**src/rtl/spi_pkg.sv**
```systemverilog
// Shared types and constants for the SPI responder slice.
package spi_pkg;

  typedef enum logic [1:0] {
    IDLE  = 2'd0,
    SHIFT = 2'd1,
    DONE  = 2'd2
  } spi_state_t;

  localparam int unsigned SPI_DEFAULT_WIDTH = 8;
  localparam int unsigned SPI_SYNC_STAGES   = 2;

endpackage

```
**src/rtl/sync2.sv**
```systemverilog
// Two-flop synchronizer for an asynchronous pin; resets to RST_VAL.
module sync2
  import spi_pkg::*;
#(
  parameter logic RST_VAL = 1'b0
) (
  input  logic clk,
  input  logic reset,
  input  logic d,
  output logic q
);

  logic [SPI_SYNC_STAGES-1:0] ff;

  always_ff @(posedge clk or negedge reset) begin
    if (!reset) ff <= {SPI_SYNC_STAGES{RST_VAL}};
    else        ff <= {ff[SPI_SYNC_STAGES-2:0], d};
  end

  assign q = ff[SPI_SYNC_STAGES-1];

endmodule

```
**src/rtl/spi_responder.sv**
```systemverilog
// SPI mode-0 responder, pins oversampled in the clk domain.
// Optional malformed-frame detection: define SPI_FRAME_CHECK_EN.
module spi_responder
  import spi_pkg::*;
#(
  parameter int unsigned WIDTH = SPI_DEFAULT_WIDTH
) (
  input  logic             clk,
  input  logic             reset,
  input  logic             sclk,
  input  logic             cs_n,
  input  logic             sdi,
  output logic             sdo,
  input  logic [WIDTH-1:0] tx_data,
  input  logic             tx_load,
  output logic             tx_ready,
  output logic [WIDTH-1:0] rx_data,
  output logic             rx_valid,
  output logic             frame_err
);

  localparam int unsigned CNT_W = $clog2(WIDTH + 1);

  logic sclk_s, cs_s, sdi_s;
  logic sclk_q, cs_q;
  logic [SPI_SYNC_STAGES-1:0] settle;
  logic armed;
  logic sclk_rise, sclk_fall, cs_rise, cs_fall;

  spi_state_t state_q, state_d;

  logic [WIDTH-1:0] tx_buf;
  logic [WIDTH-1:0] shift_reg;
  logic             rx_bit;
  logic [CNT_W-1:0] bit_cnt;
  logic             last_bit;

  logic             start_c, sample_c, shift_c, capture_c, err_c, buf_we_c;
  logic [WIDTH-1:0] load_word_c;

  sync2 #(.RST_VAL(1'b1)) u_sync_cs   (.clk(clk), .reset(reset), .d(cs_n), .q(cs_s));
  sync2 #(.RST_VAL(1'b0)) u_sync_sclk (.clk(clk), .reset(reset), .d(sclk), .q(sclk_s));
  sync2 #(.RST_VAL(1'b0)) u_sync_sdi  (.clk(clk), .reset(reset), .d(sdi),  .q(sdi_s));

  // Previous-cycle samples for edge detection; chip select is only armed once
  // a real (post-synchronizer) high level has been observed after reset.
  always_ff @(posedge clk or negedge reset) begin
    if (!reset) begin
      sclk_q <= 1'b0;
      cs_q   <= 1'b1;
      settle <= '0;
      armed  <= 1'b0;
    end else begin
      sclk_q <= sclk_s;
      cs_q   <= cs_s;
      settle <= {settle[SPI_SYNC_STAGES-2:0], 1'b1};
      if ((&settle) && cs_s) armed <= 1'b1;
    end
  end

  assign sclk_rise = sclk_s & ~sclk_q;
  assign sclk_fall = ~sclk_s & sclk_q;
  assign cs_rise   = cs_s & ~cs_q;
  assign cs_fall   = armed & cs_q & ~cs_s;
  assign last_bit  = (bit_cnt == CNT_W'(WIDTH - 1));

  // State register.
  always_ff @(posedge clk or negedge reset) begin
    if (!reset) state_q <= IDLE;
    else        state_q <= state_d;
  end

  // Next-state logic.
  always_comb begin
    state_d = state_q;
    unique case (state_q)
      IDLE:    if (cs_fall) state_d = SHIFT;
      SHIFT: begin
        if (cs_rise)                    state_d = IDLE;
        else if (sclk_rise && last_bit) state_d = DONE;
      end
      DONE:    if (cs_rise) state_d = IDLE;
      default: state_d = IDLE;
    endcase
  end

  // Datapath controls decoded from state and synchronized pin events.
  always_comb begin
    start_c     = 1'b0;
    sample_c    = 1'b0;
    shift_c     = 1'b0;
    capture_c   = 1'b0;
    buf_we_c    = 1'b0;
    load_word_c = tx_load ? tx_data : tx_buf;
    unique case (state_q)
      IDLE: begin
        start_c  = cs_fall;
        buf_we_c = cs_fall | tx_load;
      end
      SHIFT: begin
        if (!cs_rise) begin
          sample_c  = sclk_rise;
          shift_c   = sclk_fall;
          capture_c = sclk_rise & last_bit;
        end
      end
      default: ;
    endcase
  end

`ifdef SPI_FRAME_CHECK_EN
  assign err_c = ((state_q == SHIFT) && cs_rise && (bit_cnt != '0)) ||
                 ((state_q == DONE) && sclk_rise);
`else
  assign err_c = 1'b0;
`endif

  assign tx_ready = (state_q == IDLE);

  // Transmit buffer: written from tx_data in IDLE, cleared when a frame starts.
  always_ff @(posedge clk or negedge reset) begin
    if (!reset)        tx_buf <= '0;
    else if (buf_we_c) tx_buf <= start_c ? '0 : tx_data;
  end

  // Received bit is parked until the following falling edge shifts it in,
  // so the outgoing word is never overwritten before it leaves on sdo.
  always_ff @(posedge clk or negedge reset) begin
    if (!reset) begin
      shift_reg <= '0;
      rx_bit    <= 1'b0;
      bit_cnt   <= '0;
      sdo       <= 1'b0;
    end else begin
      if (start_c)      shift_reg <= load_word_c;
      else if (shift_c) shift_reg <= {shift_reg[WIDTH-2:0], rx_bit};

      if (sample_c) rx_bit <= sdi_s;

      if (start_c)       bit_cnt <= '0;
      else if (sample_c) bit_cnt <= bit_cnt + CNT_W'(1);

      if (start_c)                sdo <= load_word_c[WIDTH-1];
      else if (shift_c)           sdo <= shift_reg[WIDTH-2];
      else if (state_d != SHIFT)  sdo <= 1'b0;
    end
  end

  // Completed frame register and one-cycle strobes.
  always_ff @(posedge clk or negedge reset) begin
    if (!reset) begin
      rx_data   <= '0;
      rx_valid  <= 1'b0;
      frame_err <= 1'b0;
    end else begin
      if (capture_c) rx_data <= {shift_reg[WIDTH-2:0], sdi_s};
      rx_valid  <= capture_c;
      frame_err <= err_c;
    end
  end

endmodule

```
**config.mk**
```make
export PLATFORM = sky130hd
export DESIGN_NAME = spi_responder
export DESIGN_NICKNAME = d
export VERILOG_FILES = /design/src/rtl/spi_pkg.sv /design/src/rtl/sync2.sv /design/src/rtl/spi_responder.sv
export SDC_FILE = /design/constraint.sdc
export NUM_CORES = 1
export LEC_CHECK = 0
export CORE_MARGIN = 2
export CORE_UTILIZATION = 57
export DETAILED_ROUTE_END_ITERATION = 10
export PLACE_DENSITY = 0.9
export SLEW_MARGIN = 15
export SYNTH_ARGS = -nofsm -noshare
export SYNTH_HDL_FRONTEND = slang
export SYNTH_SLANG_ARGS = --single-unit
```
**constraint.sdc**
```tcl
create_clock -name clk -period 4.1 [get_ports clk]
set_clock_uncertainty 0.05 [all_clocks]
set_input_delay 0.41 -clock clk [delete_from_list [all_inputs] [get_ports clk]]
set_output_delay 0.41 -clock clk [all_outputs]
set_load 0.005 [all_outputs]
```
==> qor.csv <==
metric;value;unit
status;complete, no violations;
fin_util;70.2;%
leakagePower;0.972;nW
cts-root-buf;clkbuf_4;
synth_cell_type_count;34;
drt_wl_total;3.32;mm
cts_hold_buffers;0;
overflow;0;
ys_warn_count;0;
hold_ws;0.117;ns
detail-route-antenna-nets;0;
io_buffer_count;24;
syn_inst;136;
fin_crit_sh;54.1;%
fmax;450;MHz
final_cell_area;2130;um2
multi_input_comb_area;679;um2
synth_top_area_share;55.6;%
relSlewSlack;40.8;%
numClockSinks;43;
clk_pin_slew;0.12;ns
die_w;60.2;um
crit_path_max_fanout;5;
drive_gt1_share;18.5;%
synthesis.nets;151;
cts_tree;yes;
grt-busiest-layer;met2;
num_rows;20;
grt_pass1_wl;5.66;mm
cts_buffers;5;
wl_per_cell;16.1;um
post_cts.repair.setup_buffers;0;
async_reset_ff_share;100;%
grt_pass1_vias;1190;
vias_per_cell;5.91;
cts_htree_levels;2;
seqCellArea;1080;um2
arrival;1.76;ns
drcViolationCount;0;
synth_area_per_cell;13.2;um2
start_util;59.5;%
max_cap_viol_count;0;
rsz0062_at_grt;no;
post_cts_resized;0;
final_nets;176;
layout_min_cycle_time;2.22;ns
required;3.64;ns
clk_path_buf_depth;2;
grt_use_met3;6.49;%
io_pins;26;
syn_to_final_growth;18.1;%
worst_pin_slew;0.888;ns
crit_path_start_kind;register;
crit_type;register to output port;
grt_usage;21.8;%
placed_cell_area;2060;um2
drt_iter0_drc;34;
core;3030;um2
antenna_found_initial;0;
setup_tns;0;ns
synth_commonest_cells;dfrtp_1 (40), nand2_1 (11), mux2_2 (10);
hp-class;primary input to async pin;
endpoint_kind;output port;
vias;1218;
synth_edf_count;0;
hpwl;2.36;mm
drv_slew;0;
dieHeight;60.2;um
met2_usage;32.6;%
power_density;453;nW/um2
die-area;3620;um2
gp_congestion;0.779;
grt_use_met1;28.9;%
synth_seq_area_share;60.0;%
synthMostInstantiatedCell;dfrtp_1;
ys.flop_type;dfrtp_1;
grt_start_max_net_pins;44;
synth_area_leaders;dfrtp_1 (56%), mux2_2 (6.3%), mux2i_1 (4.4%);
vdd_drop_max;0.000292;V
finalSetupViolations;0;
syn_area;1800;um2
yosysTopAreaCell;dfrtp_1;
ys_ff_latch;43;
diodes;0;
first_pass_iters;4;
finalHoldViolations;0;
clock_latency;0.36;ns
fillers;207;
==> where the power goes <==
group / internal (W) / switching, W
clock: 0.000101 / 0.000130
combinational: 0.0000885 / 0.0000907
sequential: 0.000496 / 0.0000568
total: 0.000686 / 0.000277
==> worst max-delay path: stages, from the launching register on <==
cell and delay [ns]:
dfrtp_1 0.46, nor2_1 0.36, clkdlybuf4s50_1 0.58
==> cell usage in the layout (no fill, tap or decap), types with 2 or more instances in the layout <==
| master | synthesis | final |
|---|---|---|
| nand3_1 | 3 | 3 |
| nand3b_1 | 2 | 2 |
| clkbuf_8 | 0 | 2 |
| nand2_1 | 11 | 11 |
| nand4_1 | 2 | 2 |
| clkdlybuf4s50_1 | 0 | 23 |
| a22oi_1 | 7 | 7 |
| mux2_2 | 10 | 10 |
| dfrtp_1 | 40 | 40 |
| clkbuf_4 | 0 | 5 |
| conb_1 | 2 | 2 |
| dfstp_2 | 3 | 3 |
| mux2i_1 | 8 | 8 |
| nor2_1 | 5 | 5 |
| xor2_1 | 3 | 3 |
| a32o_1 | 7 | 7 |
| nor2b_1 | 2 | 2 |
| a21oi_1 | 9 | 9 |
==> layer usage <==
layer | share of wire (%) | vias up
met4 | 2.9 | 0
met3 | 4.8 | 9
met5 | 0 | -
met2 | 50 | 33
met1 | 42 | 628
li1 | - | 548
==> stage by stage <==
stage | setup WS [ns] | power [W] | std cells
6_report | 1.88 | 0.000963 | 206
3_5_place_dp | 1.91 | 0.000738 | 198
2_1_floorplan | 2.54 | 0.000667 | 136
4_1_cts | 1.88 | 0.000968 | 206
5_1_grt | 1.82 | 0.00101 | 206
3_3_place_gp | 1.97 | 0.000718 | 198
==> layout make-up <==
cell class,count,area share (%)
flip-flops and latches,43,50.8
multi-input cells,86,32.0
repair buffers,25,11.4
clock buffers,8,3.24
well taps,44,2.59
==> final timing paths <==
kind | slack [ns] | cells after the start | start | to
worst max-delay path | 1.88 | 2 | state_q[0] | tx_ready
worst min-delay path | 0.12 | 1 | reset | state_q[0]
worst max register to register | 2.31 | 4 | cs_q | rx_data[1]
worst min register to register | 0.31 | 0 | u_sync_sclk.ff[0] | u_sync_sclk.ff[1]
max in group asynchronous | 3.32 | 1 | reset | settle[0]
min in group clk | 0.31 | 0 | u_sync_sclk.ff[0] | u_sync_sclk.ff[1]
==> logic make-up after synthesis <==
logic type / count (synthesis) / synth area share, %
AO/OA/AOI/OAI: 29 / 12.5
other: 2 / 0.417
XOR/XNOR: 3 / 1.46
multiplexers: 18 / 10.7
buffers and inverters: 7 / 2.29
flip-flops: 43 / 60.0
adder cells (fa/ha/maj): 1 / 0.695
AND/OR/NAND/NOR: 33 / 12.0
(Power assumes the default switching activity.)
